### config.mk
export PLATFORM = sky130hd
export DESIGN_NAME = cnn_acc_requant_flat
export DESIGN_NICKNAME = d
export VERILOG_FILES = /design/src/rtl/cnn_acc_requant_if.sv /design/src/rtl/cnn_acc_requant.sv /design/src/flat_wrapper.sv
export SDC_FILE = /design/constraint.sdc
export NUM_CORES = 1
export LEC_CHECK = 0
export BUFFER_PORTS_ARGS = -buffer_cell sky130_fd_sc_hd__buf_2
export CAP_MARGIN = 10
export CORE_UTILIZATION = 50
export CTS_CLUSTER_DIAMETER = 80
export DETAILED_ROUTE_END_ITERATION = 7
export GPL_ROUTABILITY_DRIVEN = 0
export PLACE_DENSITY = 0.79
export SLEW_MARGIN = 20
export SYNTH_ARGS = -nofsm -noshare
export SYNTH_HDL_FRONTEND = slang
export SYNTH_SLANG_ARGS = --single-unit
### constraint.sdc
create_clock -name ap_clk -period 4.2 [get_ports ap_clk]
set_clock_uncertainty 0.2 [all_clocks]
set_input_delay 0.84 -clock ap_clk [delete_from_list [all_inputs] [get_ports ap_clk]]
set_output_delay 0.84 -clock ap_clk [all_outputs]
set_load 0.1 [all_outputs]
### src/rtl/cnn_acc_requant_if.sv
// Stream bundle for cnn_acc_requant: bias + product input stream, requantized output stream.
// The slave modport is the accumulator side; the master modport is the producer/consumer side.
interface cnn_acc_requant_if #(
  parameter int PROD_W = 24,
  parameter int OUT_W  = 14,
  parameter int ACC_W  = 32
);
  logic signed [ACC_W-1:0]  bias_in;
  logic signed [PROD_W-1:0] prod_tdata;
  logic                     prod_tvalid;
  logic                     prod_tready;
  logic signed [OUT_W-1:0]  out_tdata;
  logic                     out_tvalid;
  logic                     out_tready;
  logic                     out_sat;

  modport slave (
    input  bias_in,
    input  prod_tdata,
    input  prod_tvalid,
    output prod_tready,
    output out_tdata,
    output out_tvalid,
    input  out_tready,
    output out_sat
  );

  modport master (
    output bias_in,
    output prod_tdata,
    output prod_tvalid,
    input  prod_tready,
    input  out_tdata,
    input  out_tvalid,
    output out_tready,
    input  out_sat
  );
endinterface

### src/rtl/cnn_acc_requant.sv
// Accumulates NUM_TERMS signed products onto a bias, then requantizes (round-half-up shift + saturate).
// Optional macro CNN_ACC_REQUANT_RELU_EN clamps negative results to zero after saturation.
module cnn_acc_requant #(
  parameter int PROD_W     = 24,
  parameter int OUT_W      = 14,
  parameter int ACC_W      = 32,
  parameter int NUM_TERMS  = 25,
  parameter int FRAC_SHIFT = 8
) (
  input  logic              ap_clk,
  input  logic              ap_rst_n,
  cnn_acc_requant_if.slave  s_if
);

  localparam int CNT_W = (NUM_TERMS > 1) ? $clog2(NUM_TERMS) : 1;
  localparam logic [CNT_W-1:0] CNT_LAST = CNT_W'(NUM_TERMS - 1);

  // Rounding constant and clip limits, all in the widened ACC_W+1 domain.
  localparam logic signed [ACC_W:0] RND_HALF =
    {{ACC_W{1'b0}}, 1'b1} << (FRAC_SHIFT - 1);
  localparam logic signed [ACC_W:0] SAT_MAX =
    {{(ACC_W + 2 - OUT_W){1'b0}}, {(OUT_W - 1){1'b1}}};
  localparam logic signed [ACC_W:0] SAT_MIN =
    {{(ACC_W + 2 - OUT_W){1'b1}}, {(OUT_W - 1){1'b0}}};
  localparam logic signed [OUT_W-1:0] OUT_MAX = {1'b0, {(OUT_W - 1){1'b1}}};
  localparam logic signed [OUT_W-1:0] OUT_MIN = {1'b1, {(OUT_W - 1){1'b0}}};

  typedef enum logic [1:0] {
    ST_ACC   = 2'd0,
    ST_QUANT = 2'd1,
    ST_OUT   = 2'd2
  } state_t;

  state_t                  r_state;
  logic [CNT_W-1:0]        r_cnt;
  logic signed [ACC_W-1:0] r_acc;
  logic                    r_prod_tready;
  logic signed [OUT_W-1:0] r_out_tdata;
  logic                    r_out_tvalid;
  logic                    r_out_sat;

  logic                    w_accept;
  logic                    w_last;
  logic signed [ACC_W-1:0] w_prod_ext;
  logic signed [ACC_W-1:0] w_acc_base;
  logic signed [ACC_W-1:0] w_acc_next;
  logic signed [ACC_W:0]   w_acc_wide;
  logic signed [ACC_W:0]   w_rounded;
  logic signed [ACC_W:0]   w_shifted;
  logic                    w_clip_hi;
  logic                    w_clip_lo;
  logic signed [OUT_W-1:0] w_q_data;
  logic                    w_q_sat;

  // Handshake uses the registered ready, so there is no path from prod_tvalid to prod_tready.
  assign w_accept = (r_state == ST_ACC) && r_prod_tready && s_if.prod_tvalid;
  assign w_last   = (r_cnt == CNT_LAST);

  assign w_prod_ext = {{(ACC_W - PROD_W){s_if.prod_tdata[PROD_W-1]}}, s_if.prod_tdata};
  assign w_acc_base = (r_cnt == '0) ? s_if.bias_in : r_acc;
  assign w_acc_next = w_acc_base + w_prod_ext;

  // One extra bit keeps the rounding add from wrapping at the accumulator's top end.
  assign w_acc_wide = {r_acc[ACC_W-1], r_acc};
  assign w_rounded  = w_acc_wide + RND_HALF;
  assign w_shifted  = w_rounded >>> FRAC_SHIFT;
  assign w_clip_hi  = (w_shifted > SAT_MAX);
  assign w_clip_lo  = (w_shifted < SAT_MIN);

  // NOTE: every output of a combinational block gets a default first, so no path infers a latch.
  always_comb begin
    w_q_data = w_shifted[OUT_W-1:0];
    w_q_sat  = w_clip_hi | w_clip_lo;
    if (w_clip_hi) begin
      w_q_data = OUT_MAX;
    end else if (w_clip_lo) begin
      w_q_data = OUT_MIN;
    end
`ifdef CNN_ACC_REQUANT_RELU_EN
    // Negative clips vanish under ReLU, so only positive clipping is reported.
    if (w_q_data[OUT_W-1]) begin
      w_q_data = '0;
    end
    w_q_sat = w_clip_hi;
`else
`endif
  end

  // NOTE: state registers use non-blocking assignments so every flop samples pre-edge values.
  always_ff @(posedge ap_clk or negedge ap_rst_n) begin
    if (!ap_rst_n) begin
      r_state       <= ST_ACC;
      r_cnt         <= '0;
      r_acc         <= '0;
      r_prod_tready <= 1'b0;
      r_out_tdata   <= '0;
      r_out_tvalid  <= 1'b0;
      r_out_sat     <= 1'b0;
    end else begin
      case (r_state)
        ST_ACC: begin
          r_prod_tready <= 1'b1;
          if (w_accept) begin
            r_acc <= w_acc_next;
            if (w_last) begin
              r_cnt         <= '0;
              r_prod_tready <= 1'b0;
              r_state       <= ST_QUANT;
            end else begin
              r_cnt <= r_cnt + 1'b1;
            end
          end
        end

        ST_QUANT: begin
          r_out_tdata  <= w_q_data;
          r_out_sat    <= w_q_sat;
          r_out_tvalid <= 1'b1;
          r_state      <= ST_OUT;
        end

        ST_OUT: begin
          // Result and flag stay frozen until the consumer takes them.
          if (s_if.out_tready) begin
            r_out_tvalid  <= 1'b0;
            r_prod_tready <= 1'b1;
            r_state       <= ST_ACC;
          end
        end

        default: begin
          r_state       <= ST_ACC;
          r_cnt         <= '0;
          r_prod_tready <= 1'b0;
          r_out_tvalid  <= 1'b0;
        end
      endcase
    end
  end

  assign s_if.prod_tready = r_prod_tready;
  assign s_if.out_tdata   = r_out_tdata;
  assign s_if.out_tvalid  = r_out_tvalid;
  assign s_if.out_sat     = r_out_sat;

endmodule

### src/flat_wrapper.sv
// flat-port wrapper written by rule: the top's interface ports become plain ports
module cnn_acc_requant_flat 
#(
  parameter int PROD_W     = 24,
  parameter int OUT_W      = 14,
  parameter int ACC_W      = 32,
  parameter int NUM_TERMS  = 25,
  parameter int FRAC_SHIFT = 8
)
  (ap_clk, ap_rst_n, s_if_bias_in, s_if_prod_tdata, s_if_prod_tvalid, s_if_prod_tready, s_if_out_tdata, s_if_out_tvalid, s_if_out_tready, s_if_out_sat);
  cnn_acc_requant_if #(.PROD_W(PROD_W), .OUT_W(OUT_W), .ACC_W(ACC_W)) s_if_i ();
  input  logic ap_clk;
  input  logic ap_rst_n;
  input wire logic [$bits(s_if_i.bias_in)-1:0] s_if_bias_in;
  input wire logic [$bits(s_if_i.prod_tdata)-1:0] s_if_prod_tdata;
  input wire logic [$bits(s_if_i.prod_tvalid)-1:0] s_if_prod_tvalid;
  output wire logic [$bits(s_if_i.prod_tready)-1:0] s_if_prod_tready;
  output wire logic [$bits(s_if_i.out_tdata)-1:0] s_if_out_tdata;
  output wire logic [$bits(s_if_i.out_tvalid)-1:0] s_if_out_tvalid;
  input wire logic [$bits(s_if_i.out_tready)-1:0] s_if_out_tready;
  output wire logic [$bits(s_if_i.out_sat)-1:0] s_if_out_sat;
  assign s_if_i.bias_in = s_if_bias_in;
  assign s_if_i.prod_tdata = s_if_prod_tdata;
  assign s_if_i.prod_tvalid = s_if_prod_tvalid;
  assign s_if_prod_tready = s_if_i.prod_tready;
  assign s_if_out_tdata = s_if_i.out_tdata;
  assign s_if_out_tvalid = s_if_i.out_tvalid;
  assign s_if_i.out_tready = s_if_out_tready;
  assign s_if_out_sat = s_if_i.out_sat;
  cnn_acc_requant #(.PROD_W(PROD_W), .OUT_W(OUT_W), .ACC_W(ACC_W), .NUM_TERMS(NUM_TERMS), .FRAC_SHIFT(FRAC_SHIFT)) u_core (.ap_clk(ap_clk), .ap_rst_n(ap_rst_n), .s_if(s_if_i));
endmodule
Yosys cells after proc, flatten, opt, wreduce, memory -nomap -nowiden

Index checks and enable logic that the tools add are counted.

Logic and storage cells: 48
Register bits after elaboration: 56

Add/subtract/negate cells: 3
Reductions and logical operators: 10
Bitwise operators: 4
Magnitude comparators: 2
Mux-type cells: 16
Equality and inequality tests: 6

Operator list:

| cell                  | number |
|---|---|
| $add 32x9->33 const B | 1 |
| $add 32x24->32        | 1 |
| $mux 32               | 1 |
| $mux 14               | 2 |
| $gt 25x14->1 const B  | 1 |
| $lt 25x14->1 const B  | 1 |
| $mux 5                | 2 |
| $pmux 5 s2            | 1 |
| $reduce_and 2->1      | 4 |
| $mux 2                | 3 |
| $pmux 1 s3            | 2 |
| $pmux 2 s3            | 1 |
| $add 5x1->5 const B   | 1 |
| $eq 5x5->1 const B    | 1 |
| $logic_not 5->1       | 1 |
| $mux 1                | 4 |
| $ne 2x1->1 const B    | 2 |
| $not 1->1             | 3 |
| $reduce_and 3->1      | 1 |
| $eq 2x1->1 const B    | 1 |
| $eq 2x2->1 const B    | 1 |
| $logic_and 1x1->1     | 2 |
| $logic_not 2->1       | 1 |
| $ne 2x2->1 const B    | 1 |
| 2 further kinds       | 2 |

Logic depth before layout (Yosys ltp)

Depth after elaboration: 5
Mapped depth: 18
Depth with buffers taken out: 17

Worst setup path after synthesis

No wires, ideal clock.

Path type: register -> register
From: register u_core.r_cnt[0]
To: register u_core.r_acc[31]
Required time: 3,914 ps
Stages on the path, launching flop included: 17
Period minus slack after synthesis: 4,510 ps
Data arrival time: 4,224 ps
Slack: -310 ps
Setup time: 86 ps
Buffers on the path: 2
Cell sequence: dfrtp_1 inv_1 ha_1 nand2b_1 nor3_1 clkbuf_1 mux2_2 ha_1 clkbuf_1 o2111a_1 a221o_1 or3b_1 o21a_1 o311a_1 a21oi_1 nor2_1 nor3_1

Word-level cells in the longest chain between the ends: 3

RTL lines:

| item                   | RTL line               | RTL |
|---|---|---|
| start, declared        | cnn_acc_requant.sv:35  | `logic [CNT_W-1:0] r_cnt;` |
| start signal, assigned | cnn_acc_requant.sv:110 | `r_cnt <= r_cnt + 1'b1;` |
| $logic_not 5->1        | cnn_acc_requant.sv:60  | `assign w_acc_base = (r_cnt == '0) ? s_if.bias_in : r_acc;` |
| $mux 32                | cnn_acc_requant.sv:60  |  |
| $add 32x24->32         | cnn_acc_requant.sv:61  | `assign w_acc_next = w_acc_base + w_prod_ext;` |
| end signal, assigned   | cnn_acc_requant.sv:104 | `r_acc <= w_acc_next;` |
| end, declared          | cnn_acc_requant.sv:36  | `logic signed [ACC_W-1:0] r_acc;` |

Every way passes these cells.
A chain may end at the register's enable or synchronous reset.

Worst setup path in the final report

From: register u_core.r_cnt[1]
To: register u_core.r_acc[31]

The elaborated chain is that of the path after synthesis.

==> results.yml <==
synth:
  synthArstFlopShare: 1.000
  synthCells: 591
  synth_nets: 689
  synthDistinctLibCells: 60
  synth_seq_area_share: 0.2883
  netlist_area_sq_mm: 0.004861
  syn_area_per_cell_sq_um: 8.225
  dominantRegCellSynth: "dfrtp_1"
  synth-edff-count: 0
  synth-seq-cells: 56
  yosys_warnings: 0
worst_setup_path:
  path_max_fanout: 6
  cpMaxStageDelayCell: "dfrtp_1"
  slowest_delay_ns: 0.43
  worstSetupStartpointType: "flip-flop"
  crit_required_ns: 4.24
  r2r_slack_ns: 0.14
  r2r_cells: 16
  arrival_ns: 4.09
  path_class: "flip-flop to flip-flop"
  path_cells: "inv_1 > ha_1 > nand2b_1 > nor3_4 > buf_6 > buf_6 > mux2_2 > ha_4 > o2111a_1 > a221o_1 > or3b_4 > o21a_1 > o311a_1 > a21oi_2 > nor2_1 > nor3_1"
  cp_common_cell: "buf_6"
  r2r-start: "u_core.r_cnt[1]"
  cp-end-kind: "flip-flop"
  crit_end: "u_core.r_acc[31]"
  crit_start: "u_core.r_cnt[1]"
  timing.rr.end: "u_core.r_acc[31]"
layout:
  fin_nets: 766
  fill_cells: 825
  layout_commonest_cell: "nand2_1"
  syn_to_final_growth_pct: 16.63
  finalNonFillerCells: 798
  diodes: 0
  fin_area_sq_mm: 0.005669
  drive_above_1_share: 0.2586
  final_cell_mix: "nand2_1, buf_2, o21ai_0"
floorplanning:
  rows: 35
  core_area_sq_mm: 0.009328
  die-height_um: 100.6
  fp.dieW_um: 100.6
  ios: 77
  start_util: 0.5211
  dieArea_sq_mm: 0.01012
place:
  placed_cells: 782
  post_dp_cell_area_sq_mm: 0.005395
  post-dp-hpwl_mm: 9.757
  portBuffers: 76
  pre_cts_ws_ns: 0.02176
global_routing:
  grt_pass1_wl_mm: 20.57
  grt_usage: 0.2550
  overflow: 0
  grt_max_degree: 65
  antenna_found_initial: 0
  grt_pass1_vias: 4421
routing:
  vias: 4614
  postRouteAntennaNets: 0
  firstDrtPassIters: 4
  wl_per_cell_um: 15.83
  post_drt_via_cell_ratio: 5.782
  drt-total-wl_mm: 12.63
  drc: 0
  first_iter_violations: 155
run:
  cap_violations: 0
clock_tree:
  clk_latency_ns: 0.32
  cts_sinks: 56
  root_buffer: "clkbuf_8"
  cts_buffers: 5
  cts_max_level: 2
  clkTransAtPathRegs_ns: 0.11
  hold_buffers: 0
  clockBufferDepth: 2
  cts_tree: "yes"
sta:
  worst_pin_slew_ns: 0.8527
  setup-tns-final_ns: 0
  period_needed_ns: 4.057
  slew_headroom: 0.4263
  fmax_ghz: 0.2465
  setup_viol: 0
  min_period_over_period: 0.9659
  slew_violations: 0
  setup_slack_ns: 0.1432
  hold_violations: 0
power:
  internal-power_w: 0.002426
  power_switching_share: 0.5354
  p_leak_nw: 2.520
  p_sw_w: 0.002795
  p_total_w: 0.005222
  p_per_area_mw_per_mm2: 921.0
  p_comb_frac: 0.726
  pwr-share-clk: 0.061
  peakVddDrop_v: 0.0005940
  seq_power_share: 0.213
min_path:
  hold_path_depth: 2
  holdCritPathClass: "flip-flop to flip-flop"
status:
  outcome: "finished clean"
[layer usage]
metal / global-route usage / routed length [um] / vias up
met4: 0.09476 / 295 / 0
met1: 0.3278 / 5510 / 2141
met5: 0 / 0 / -
met3: 0.04716 / 775 / 28
met2: 0.4273 / 6051 / 143
li1: - / - / 2302
[power groups by stage]
stage / Sequential, W / Combinational, W / Clock, W
6_report: 0.00111 / 0.00379 / 0.000319
5_1_grt: 0.00115 / 0.00415 / 0.000347
4_1_cts: 0.00110 / 0.00358 / 0.000324
3_5_place_dp: 0.00111 / 0.00355 / 0
3_3_place_gp: 0.00109 / 0.00345 / 0
2_1_floorplan: 0.00156 / 0.00235 / 0
[layout make-up]
class | instances | area [sq um] | share of cell area
clock inverters | 3 | 22.52 | 0.003973
multi-input cells | 486 | 3386 | 0.5972
clock buffers | 5 | 68.82 | 0.01214
flip-flops and latches | 56 | 1401 | 0.2472
inverters | 23 | 86.33 | 0.01523
well taps | 129 | 161.4 | 0.02847
repair buffers | 96 | 543.0 | 0.09578
[registers in the layout (all words and copies together), names as in the netlist]
register,count
u_core.r_acc,32
u_core.s_if.out_tdata,14
u_core.r_cnt,5
u_core.r_state,2
u_core.s_if.out_sat,1
u_core.s_if.out_tvalid,1
u_core.s_if.prod_tready,1
[through the flow]
stage / hold slack (ns) / utilization
after floorplan: 0.2401 / -
after global placement: 0.2604 / 0.5784
after detailed placement: 0.2631 / 0.5784
after CTS: 0.2884 / 0.5887
after global routing: 0.3192 / 0.6078
final: 0.2861 / 0.6078
[critical path: cells and delay by family, from the launching register on]
| kind | cells | cell delay, ns |
|---|---|---|
| flops | 1 | 0.43 |
| buf+inv | 3 | 0.33 |
| simple gates | 5 | 0.99 |
| fa+ha+maj | 2 | 0.37 |
| compound gates | 5 | 1.29 |
| mux | 1 | 0.35 |
[Yosys cell counts (8+ instances only)]
cell,count,share of area
inv_1,23,0.018
ha_1,37,0.095
nand2b_1,10,0.013
o21ai_1,9,0.0093
nor3_1,11,0.011
mux2_2,33,0.076
nand2_1,81,0.063
nor2_1,31,0.024
o21ai_0,62,0.064
nand4_1,9,0.012
or3_1,9,0.012
clkbuf_1,23,0.018
xnor2_1,20,0.036
dfrtp_1,56,0.29
nand3_1,19,0.020
a21o_1,12,0.019
xor2_1,15,0.027
a21oi_1,42,0.043
o21a_1,8,0.012
[what timing repair did]
| action | 4_1_cts | 5_1_grt |
|---|---|---|
| resized for setup | 1 | 31 |
| pin swaps | 0 | 5 |
| buffers inserted | 0 | 8 |
| endpoints found under the setup margin | 1 | 13 |
[cells by family after synthesis]
group           synth area share
xor+xnor                 0.06306
simple gates              0.1948
mux                      0.08366
buf+inv                  0.04118
compound gates            0.2296
fa+ha+maj                0.09936
flops                     0.2883
[worst min path at each step]
stage	start	endpoint	slack [ns]
floorplan	u_core.r_acc[0]	u_core.r_acc[0]	0.24
global placement	u_core.r_acc[0]	u_core.r_acc[0]	0.26
detailed placement	u_core.r_acc[0]	u_core.r_acc[0]	0.26
CTS	u_core.r_acc[0]	u_core.r_acc[0]	0.29
global route	u_core.r_acc[0]	u_core.r_acc[0]	0.32
finish	u_core.r_acc[0]	u_core.r_acc[0]	0.29
Power figures use the tool's default switching activity.
